===== src/rtl/seq_error_control.sv =====
// Sequential pose-error controller: aligns Y, then X, then theta with hysteresis, settle and ramp.
// Optional velocity ramp is built when SEQ_ERROR_CONTROL_RAMP_EN is defined; otherwise commands jump to VEL_MAX.
module seq_error_control #(
  parameter int                 N_WIDTH       = 17,
  parameter logic [N_WIDTH-1:0] H_LIN_ENTER   = 17'h0001A,
  parameter logic [N_WIDTH-1:0] H_LIN_EXIT    = 17'h0000D,
  parameter logic [N_WIDTH-1:0] H_ROT_ENTER   = 17'h00A00,
  parameter logic [N_WIDTH-1:0] H_ROT_EXIT    = 17'h00500,
  parameter logic [N_WIDTH-1:0] VEL_MAX       = 17'h00040,
  parameter logic [N_WIDTH-1:0] RAMP_STEP     = 17'h00010,
  parameter int                 RAMP_DIV      = 4,
  parameter int                 SETTLE_CYCLES = 8
) (
  input  logic               SEQ_ERROR_CONTROL_CLOCK_50,
  input  logic               SEQ_ERROR_CONTROL_RESET_InLow,
  input  logic               SEQ_ERROR_CONTROL_ENABLE_In,
  input  logic [N_WIDTH-1:0] SEQ_ERROR_CONTROL_X_InBus,
  input  logic [N_WIDTH-1:0] SEQ_ERROR_CONTROL_Y_InBus,
  input  logic [N_WIDTH-1:0] SEQ_ERROR_CONTROL_Z_InBus,
  output logic [N_WIDTH-1:0] SEQ_ERROR_CONTROL_VX_OutBus,
  output logic [N_WIDTH-1:0] SEQ_ERROR_CONTROL_VY_OutBus,
  output logic [N_WIDTH-1:0] SEQ_ERROR_CONTROL_WZ_OutBus,
  output logic               SEQ_ERROR_CONTROL_DONE_Out,
  output logic [2:0]         SEQ_ERROR_CONTROL_STATE_OutBus
);
  localparam int MW = N_WIDTH - 1;
  localparam int CW = $clog2(SETTLE_CYCLES + 1);

  if (RAMP_DIV < 1 || SETTLE_CYCLES < 1 || RAMP_STEP[N_WIDTH-1]) begin : g_param_check
    $error("seq_error_control: RAMP_DIV and SETTLE_CYCLES must be >= 1, RAMP_STEP positive");
  end

  typedef enum logic [2:0] {
    IDLE    = 3'd0,
    ALIGN_Y = 3'd1,
    ALIGN_X = 3'd2,
    ALIGN_Z = 3'd3,
    DONE    = 3'd4
  } state_t;

  logic                clk, rst_n, en;
  logic [N_WIDTH-1:0]  x, y, z;
  assign clk   = SEQ_ERROR_CONTROL_CLOCK_50;
  assign rst_n = SEQ_ERROR_CONTROL_RESET_InLow;
  assign en    = SEQ_ERROR_CONTROL_ENABLE_In;
  assign x     = SEQ_ERROR_CONTROL_X_InBus;
  assign y     = SEQ_ERROR_CONTROL_Y_InBus;
  assign z     = SEQ_ERROR_CONTROL_Z_InBus;

  state_t             state_q, state_d, next_axis;
  logic               moving_q, moving_d;
  logic               dir_q, dir_d;
  logic [MW-1:0]      mag_q, mag_d;
  logic [CW-1:0]      cnt_q, cnt_d;
  logic [N_WIDTH-1:0] vx_q, vy_q, wz_q, cmd_d;
  logic               done_q;

  // Active-axis error, thresholds and the command sign that error implies (X drives VY inverted).
  logic [N_WIDTH-1:0] err;
  logic [MW-1:0]      enter_th, exit_th;
  logic               err_dir, above_enter, above_exit, any_enter;
  always_comb begin
    err       = '0;
    enter_th  = H_LIN_ENTER[MW-1:0];
    exit_th   = H_LIN_EXIT[MW-1:0];
    next_axis = IDLE;
    case (state_q)
      ALIGN_Y: begin err = y; next_axis = ALIGN_X; end
      ALIGN_X: begin err = x; next_axis = ALIGN_Z; end
      ALIGN_Z: begin
        err       = z;
        enter_th  = H_ROT_ENTER[MW-1:0];
        exit_th   = H_ROT_EXIT[MW-1:0];
        next_axis = DONE;
      end
      default: ;
    endcase
  end
  assign err_dir     = err[N_WIDTH-1] ^ (state_q == ALIGN_X);
  assign above_enter = err[MW-1:0] > enter_th;
  assign above_exit  = err[MW-1:0] > exit_th;
  assign any_enter   = (x[MW-1:0] > H_LIN_ENTER[MW-1:0]) || (y[MW-1:0] > H_LIN_ENTER[MW-1:0]) ||
                       (z[MW-1:0] > H_ROT_ENTER[MW-1:0]);

  logic [MW-1:0] first_mag;
`ifdef SEQ_ERROR_CONTROL_RAMP_EN
  localparam int PW = $clog2(RAMP_DIV + 1);
  logic [PW-1:0] presc_q, presc_d;
  logic [MW:0]   ramp_sum;
  logic [MW-1:0] stepped_mag;
  assign ramp_sum    = {1'b0, mag_q} + {1'b0, RAMP_STEP[MW-1:0]};
  assign first_mag   = (RAMP_STEP[MW-1:0] > VEL_MAX[MW-1:0]) ? VEL_MAX[MW-1:0] : RAMP_STEP[MW-1:0];
  assign stepped_mag = (ramp_sum > {1'b0, VEL_MAX[MW-1:0]}) ? VEL_MAX[MW-1:0] : ramp_sum[MW-1:0];
`else
  assign first_mag = VEL_MAX[MW-1:0];
`endif

  always_comb begin
    state_d  = state_q;
    moving_d = moving_q;
    dir_d    = dir_q;
    mag_d    = mag_q;
    cnt_d    = cnt_q;
`ifdef SEQ_ERROR_CONTROL_RAMP_EN
    presc_d  = presc_q;
`endif
    if (!en || state_q == IDLE) begin
      state_d  = en ? ALIGN_Y : IDLE;
      moving_d = 1'b0;
      dir_d    = 1'b0;
      mag_d    = '0;
      cnt_d    = '0;
`ifdef SEQ_ERROR_CONTROL_RAMP_EN
      presc_d  = '0;
`endif
    end else if (state_q == DONE) begin
      if (any_enter) state_d = ALIGN_Y;
    end else if (!above_exit) begin
      // An in-band sample stops the axis and counts toward settling in the same cycle.
      moving_d = 1'b0;
      dir_d    = 1'b0;
      mag_d    = '0;
`ifdef SEQ_ERROR_CONTROL_RAMP_EN
      presc_d  = '0;
`endif
      if (cnt_q == CW'(SETTLE_CYCLES - 1)) begin
        state_d = next_axis;
        cnt_d   = '0;
      end else begin
        cnt_d = cnt_q + CW'(1);
      end
    end else if (moving_q) begin
      cnt_d = '0;
      if (err_dir != dir_q) begin
        dir_d = err_dir;
`ifdef SEQ_ERROR_CONTROL_RAMP_EN
        mag_d   = '0;
        presc_d = '0;
`else
        mag_d = VEL_MAX[MW-1:0];
`endif
      end else begin
`ifdef SEQ_ERROR_CONTROL_RAMP_EN
        // Zero magnitude while moving only follows a reversal; restart the ramp from its first step.
        if (mag_q == '0) begin
          mag_d   = first_mag;
          presc_d = '0;
        end else if (presc_q == PW'(RAMP_DIV - 1)) begin
          mag_d   = stepped_mag;
          presc_d = '0;
        end else begin
          presc_d = presc_q + PW'(1);
        end
`endif
      end
    end else begin
      cnt_d = '0;
      if (above_enter) begin
        moving_d = 1'b1;
        dir_d    = err_dir;
        mag_d    = first_mag;
`ifdef SEQ_ERROR_CONTROL_RAMP_EN
        presc_d  = '0;
`endif
      end
    end
  end

  assign cmd_d = (mag_d == '0) ? '0 : {dir_d, mag_d};

  always_ff @(posedge clk or negedge rst_n) begin
    if (!rst_n) begin
      state_q  <= IDLE;
      moving_q <= 1'b0;
      dir_q    <= 1'b0;
      mag_q    <= '0;
      cnt_q    <= '0;
      vx_q     <= '0;
      vy_q     <= '0;
      wz_q     <= '0;
      done_q   <= 1'b0;
`ifdef SEQ_ERROR_CONTROL_RAMP_EN
      presc_q  <= '0;
`endif
    end else begin
      state_q  <= state_d;
      moving_q <= moving_d;
      dir_q    <= dir_d;
      mag_q    <= mag_d;
      cnt_q    <= cnt_d;
      vx_q     <= (state_d == ALIGN_Y) ? cmd_d : '0;
      vy_q     <= (state_d == ALIGN_X) ? cmd_d : '0;
      wz_q     <= (state_d == ALIGN_Z) ? cmd_d : '0;
      done_q   <= (state_d == DONE);
`ifdef SEQ_ERROR_CONTROL_RAMP_EN
      presc_q  <= presc_d;
`endif
    end
  end

  assign SEQ_ERROR_CONTROL_VX_OutBus    = vx_q;
  assign SEQ_ERROR_CONTROL_VY_OutBus    = vy_q;
  assign SEQ_ERROR_CONTROL_WZ_OutBus    = wz_q;
  assign SEQ_ERROR_CONTROL_DONE_Out     = done_q;
  assign SEQ_ERROR_CONTROL_STATE_OutBus = state_q;
endmodule


===== config.mk =====
export PLATFORM = sky130hd
export DESIGN_NAME = seq_error_control
export DESIGN_NICKNAME = d
export VERILOG_FILES = /design/src/rtl/seq_error_control.sv
export SDC_FILE = /design/constraint.sdc
export NUM_CORES = 1
export LEC_CHECK = 0
export ABC_CLOCK_PERIOD_IN_PS = 3240
export CORE_AREA = 2 2 100 102
export CTS_CLUSTER_DIAMETER = 40
export DETAILED_ROUTE_END_ITERATION = 7
export DIE_AREA = 0 0 102 104
export HOLD_SLACK_MARGIN = 0.12
export PLACE_DENSITY_LB_ADDON = 0.25
export REMOVE_ABC_BUFFERS = 1
export SYNTH_ARGS = -nofsm -noshare
export SYNTH_HDL_FRONTEND = slang
export SYNTH_SLANG_ARGS = --single-unit
export TNS_END_PERCENT = 50

===== constraint.sdc =====
create_clock -name SEQ_ERROR_CONTROL_CLOCK_50 -period 3.24 [get_ports SEQ_ERROR_CONTROL_CLOCK_50]
set_input_delay 0.486 -clock SEQ_ERROR_CONTROL_CLOCK_50 [delete_from_list [all_inputs] [get_ports SEQ_ERROR_CONTROL_CLOCK_50]]
set_output_delay 0.486 -clock SEQ_ERROR_CONTROL_CLOCK_50 [all_outputs]
set_load 0.02 [all_outputs]

; ---- Word-level counts from Yosys, hierarchy flattened
; Index checks and enable logic that the tools add are counted.
[classes]
order_cmp = 5
mux = 35
n_bitwise = 1
n_addsub = 1
reduce_logical = 6
eq_ne = 11
[op_table]
columns = operator, count
row1 = $mux 16, 6
row2 = $mux 17, 4
row3 = $pmux 17 s3, 1
row4 = $gt 16x16->1, 2
row5 = $gt 16x5->1 const B, 2
row6 = $gt 16x12->1 const B, 1
row7 = $logic_not 16->1, 1
row8 = $mux 4, 4
row9 = $mux 3, 5
row10 = $eq 3x2->1 const B, 4
row11 = $mux 1, 12
row12 = $mux 12, 1
row13 = $mux 11, 1
row14 = $pmux 3 s3, 1
row15 = $eq 3x1->1 const B, 2
row16 = $eq 3x3->1 const B, 2
row17 = $add 4x1->4 const B, 1
row18 = $eq 4x3->1 const B, 1
row19 = $logic_not 3->1, 1
row20 = $logic_or 1x1->1, 3
row21 = $ne 2x2->1 const B, 1
row22 = $logic_not 1->1, 1
row23 = $ne 1x1->1, 1
row24 = $xor 1x1->1, 1
[totals]
regBits = 77
in_bits = 54

; ---- Logic depth before layout (Yosys ltp)
[logic_depth]
word_depth = 12
ltp_mapped = 14
depth_no_buf = 12

; ---- Worst setup path after synthesis
; Ideal clock, no wire load.
[synth_timing]
path_type = flip-flop to flip-flop
from = register state_q[0], in the netlist SEQ_ERROR_CONTROL_STATE_OutBus[0]
to = register vy_q[10], in the netlist SEQ_ERROR_CONTROL_VY_OutBus[10]
required_time_ns = 3.121
arrival_time_ns = 3.179
setup_slack_ns = -0.058
path_stages_with_launch = 15
cell_sequence = dfrtp_1 -> buf_6 -> buf_2 -> mux2_2 -> a22oi_1 -> nor2_1 -> ha_1 -> and3_1 -> nand4_2 -> o32ai_4 -> o21a_4 -> mux2i_1 -> nor3_4 -> buf_6 -> and2_1
[synth_between]
elab_chain_cells = 12
word_cells_on_any_way = 29
classes_between = order compare: 2 / eq/ne: 6 / mux: 17 / bitwise: 1 / reduce/logical: 3
[synth_rtl]
columns = item, line
row1 = from (decl), 50  ; state_t state_q, state_d, next_axis;
row2 = from (signal assigned), 186  ; state_q <= state_d;
row3 = branches (longest 11 deep; another with $gt 16x16->1), -
row4 = $mux 17 *, 192  ; vy_q <= (state_d == ALIGN_X) ? cmd_d : '0;
row5 = to (signal assigned), 192
row6 = to (decl), 55  ; logic [N_WIDTH-1:0] vx_q, vy_q, wz_q, cmd_d;
; Mark *: on every way between the ends.
; A chain may end at the register's enable or synchronous reset.

; ---- Worst setup path after layout
[layout_timing]
from = register state_q[0], in the netlist SEQ_ERROR_CONTROL_STATE_OutBus[0]
to = register vy_q[13], in the netlist SEQ_ERROR_CONTROL_VY_OutBus[13]
; Same word-level chain as after synthesis.

==> impl_table.tex <==
\begin{tabular}{lr}
\hline
Metric & Value \\
\hline
\multicolumn{2}{l}{\textbf{Status}} \\
\quad Result of the run & completed \\
\multicolumn{2}{l}{\textbf{Timing}} \\
\quad Relative slew slack & a little under two fifths \\
\quad Max-slew violations & 0 \\
\quad Period utilization & approximately 96\% \\
\quad Final period demand of the worst path & approximately 3.1 ns \\
\quad Transition at the pin with the smallest max-transition slack & about 0.93 ns \\
\quad Number of hold-slack violations in the final timing report & 0 \\
\quad Clock Skews & approximately 0.0068 ns \\
\quad Final setup viols & 0 \\
\quad RSZ-0062 raised after global routing & yes \\
\quad Highest attainable clock frequency & approximately 320 MHz \\
\quad Worst hold slack across all endpoints & between 0.2 and 0.3 ns \\
\multicolumn{2}{l}{\textbf{Cells and area}} \\
\quad Final core area utilization & between 50\% and 60\% \\
\quad Most frequent standard cell in the layout excluding fill and tap cells & clkdlybuf4s50\_1 \\
\quad Area grow syn2layout & 46.70\% \\
\quad Most frequent cells in the layout & clkdlybuf4s50\_1, dfrtp\_1, and2\_1, buf\_4, nor2\_1 \\
\quad Share of layout cells above drive strength 1 & a little under a fifth \\
\quad NumNets Final & between 500 and 600 \\
\quad Number of diodes added for antenna fixing & 0 \\
\quad Final instance area & $\sim$5500 um\^{}2 \\
\multicolumn{2}{l}{\textbf{Setup path}} \\
\quad Critical Setup Path Class & reg2reg \\
\quad Depth of the worst register-to-register path & 14 \\
\quad Worst Setup Start Kind & flop \\
\quad Largest fanout of any net on the critical path & 15 \\
\quad Data required time of the worst path & 3.47 ns \\
\quad WP data arrival & roughly 3.4 ns \\
\quad Endpoint class of the critical path & flop \\
\multicolumn{2}{l}{\textbf{Clock tree}} \\
\quad Library cell used as clock root buffer & clkbuf\_8 \\
\quad CTS tree & done \\
\quad Clock transition at the registers of the reported paths & about 0.090 ns \\
\quad Clock Latency Late Sink & between 0.3 and 0.4 ns \\
\quad Maximum level of the CTS H-tree & 3 \\
\quad Number of clock sinks & a little under 80 \\
\quad Number of buffers created by CTS & 9 \\
\quad Clock buffer depth & 2 \\
\quad Hold-fix buffers, CTS & 0 \\
\multicolumn{2}{l}{\textbf{GRT}} \\
\quad First-pass GRT wire length & approximately 16 mm \\
\quad Via count of the first global-routing pass & about 3.2k \\
\quad Pin count of the biggest net entering global routing & just under 80 \\
\quad Tot GR Track Use & between 10\% and 20\% \\
\quad Number of antenna violations at the first check in global routing & 0 \\
\quad Global route overflow & 0 \\
\multicolumn{2}{l}{\textbf{Placement}} \\
\quad HPWL after detailed placement & about 7.2 mm \\
\quad IO buf count & around 110 \\
\quad GP Congestion & 0.9049 \\
\quad Cell Area, Placed & between 5000 and 6000 um\^{}2 \\
\multicolumn{2}{l}{\textbf{Worst hold path}} \\
\quad HP Class & in2async \\
\multicolumn{2}{l}{\textbf{Floorplanning}} \\
\quad Top-level I/O count & 109 \\
\quad Number of rows in the core area & 36 \\
\quad Area of the core & roughly 9500 um\^{}2 \\
\quad Die Area & 10610 um\^{}2 \\
\quad Height of the chip & $\sim$100 um \\
\quad Width of the die & 102 um \\
\quad Effective utilization at floorplan & 39.36\% \\
\multicolumn{2}{l}{\textbf{Logic synthesis}} \\
\quad Synthesis-stage register bit count & 77 \\
\quad Sequential element share of the synthesized area & 51.26\% \\
\quad EDFF count, synth & 0 \\
\quad Netlist area before placement & between 3000 and 4000 um\^{}2 \\
\quad Syn Area/Cell & between 10 and 15 um\^{}2 \\
\quad Count of mapped cells out of synthesis & around 340 \\
\quad Count of yosys warnings during synthesis & 0 \\
\quad Fraction of registers with async set or reset after synthesis & 100.0\% \\
\quad Number of unique standard cell types used by synthesis & 64 \\
\quad Synth Flop Type & dfrtp\_1 \\
\multicolumn{2}{l}{\textbf{Route}} \\
\quad First-iteration detailed-routing DRC count & $\sim$110 \\
\quad Total number of vias & approximately 3k \\
\quad Final routed DRC violation total & 0 \\
\quad Average wire per standard cell & 15.34 um \\
\quad DRT Wirelength & 9.586 mm \\
\quad Detailed-router iteration count before antenna repair & 4 \\
\quad Antenna-violating nets left & 0 \\
\quad Via density per instance & 4.944 \\
\multicolumn{2}{l}{\textbf{Power and ir drop}} \\
\quad Leakage & about 2.5 nW \\
\quad Power per cell area & around 360 nW/um\^{}2 \\
\quad Maximum vdd drop & approximately 0.00031 V \\
\multicolumn{2}{l}{\textbf{Flow run}} \\
\quad Max-Cap Viols & 0 \\
\hline
\end{tabular}
-- per-stage QoR --
stage	power (mW)	instances	TNS [ns]	setup slack, ns
global route	2.063	625	-0.009356	-0.007738
global placement	1.228	595	-8.861	-0.2240
detailed placement	1.233	595	-12.90	-0.2788
CTS	1.971	614	0	0.04003
floorplan	1.095	326	-9.503	-0.1770
finish	1.972	625	0	0.1135
-- logic make-up (layout without fill, tap and decap cells) --
kind of cell | after synthesis | count (layout) | synth area share, %
muxes | 12 | 12 | 3.562
buffers and inverters | 23 | 178 | 3.262
AOI/OAI and AO/OA | 61 | 61 | 13.65
adders and majority gates | 12 | 12 | 3.995
and+or+nand+nor | 152 | 152 | 24.27
DFF | 77 | 77 | 51.27
-- worst max-delay path, cell delays in order, from the launching register on --
cell and delay, ns:
dfrtp_2 0.44, buf_12 0.14, buf_4 0.13, buf_4 0.15, mux2i_2 0.21, o21ai_1 0.12, ha_1 0.31, buf_4 0.11
nand4_2 0.11, o32ai_4 0.36, o21a_4 0.20, mux2i_2 0.33, nor3_4 0.08, buf_12 0.15, and2_1 0.16
-- repair_timing --
| action | 4_1_cts | 5_1_grt |
|---|---|---|
| resized for setup | 1 | 9 |
| endpoints found under the setup margin | 50 | 61 |
| setup buffers | 3 | 11 |
| pin swaps | 2 | 4 |
| hold endpoints to repair | 0 | 0 |
| gates cloned | 0 | 0 |
-- power by group --
| part | switching [mW] | internal, mW | total (mW) |
|---|---|---|---|
| registers | 0.00336 | 0.965 | 0.968 |
| logic | 0.126 | 0.139 | 0.264 |
| clock network | 0.371 | 0.368 | 0.739 |
| total | 0.500 | 1.47 | 1.97 |
-- path summary, 6_finish.rpt --
check | end | startpoint | slack [ns]
setup / recovery | SEQ_ERROR_CONTROL_VY_OutBus[13] | SEQ_ERROR_CONTROL_STATE_OutBus[0] | 0.11
hold / removal | SEQ_ERROR_CONTROL_VY_OutBus[15] | SEQ_ERROR_CONTROL_RESET_InLow | 0.27
setup reg to reg | SEQ_ERROR_CONTROL_VY_OutBus[13] | SEQ_ERROR_CONTROL_STATE_OutBus[0] | 0.11
hold reg to reg | cnt_q[2] | cnt_q[2] | 0.53
max in group asynchronous | SEQ_ERROR_CONTROL_STATE_OutBus[0] | SEQ_ERROR_CONTROL_RESET_InLow | 2.34
min in group SEQ_ERROR_CONTROL_CLOCK_50 | cnt_q[2] | cnt_q[2] | 0.53
-- cells in the mapped netlist (all sizes together), types with 7 or more instances --
| cell type | count | area, um^2 |
|---|---|---|
| a21oi | 10 | 50.05 |
| a22oi | 7 | 52.55 |
| and2 | 63 | 396.6 |
| buf | 10 | 72.57 |
| dfrtp | 77 | 1927 |
| ha | 12 | 150.1 |
| inv | 10 | 37.54 |
| mux2 | 8 | 93.84 |
| nand2 | 10 | 40.04 |
| nor2 | 29 | 111.4 |
| nor3 | 14 | 115.1 |
| nor4 | 8 | 50.05 |
| o21ai | 12 | 71.32 |
-- registers in the layout, indices dropped and copies added (netlist names) --
name and flops:
SEQ_ERROR_CONTROL_STATE_OutBus 3, SEQ_ERROR_CONTROL_DONE_Out 1, cnt_q 4, mag_q 16, SEQ_ERROR_CONTROL_VY_OutBus 17, moving_q 1
dir_q 1, SEQ_ERROR_CONTROL_VX_OutBus 17, SEQ_ERROR_CONTROL_WZ_OutBus 17
-- layer usage --
layer  up-vias  global-route usage (%)  part of all wire, %
met1      1513                   26.81                   46
met5         -                       0                    0
met3        12                   3.562                  3.5
met4         0                   4.000                 0.98
li1       1493                       -                    -
met2        72                   30.59                   49
-- layout make-up --
cell class,instances,area (um^2)
flip-flops and latches,77,1928
clock buffers,9,123.9
clock inverters,7,82.58
fillers,815,4035
well taps,133,166.4
multi-input cells,237,1733
repair buffers,150,1433
inverters,12,47.55
(Power assumes the default switching activity.)
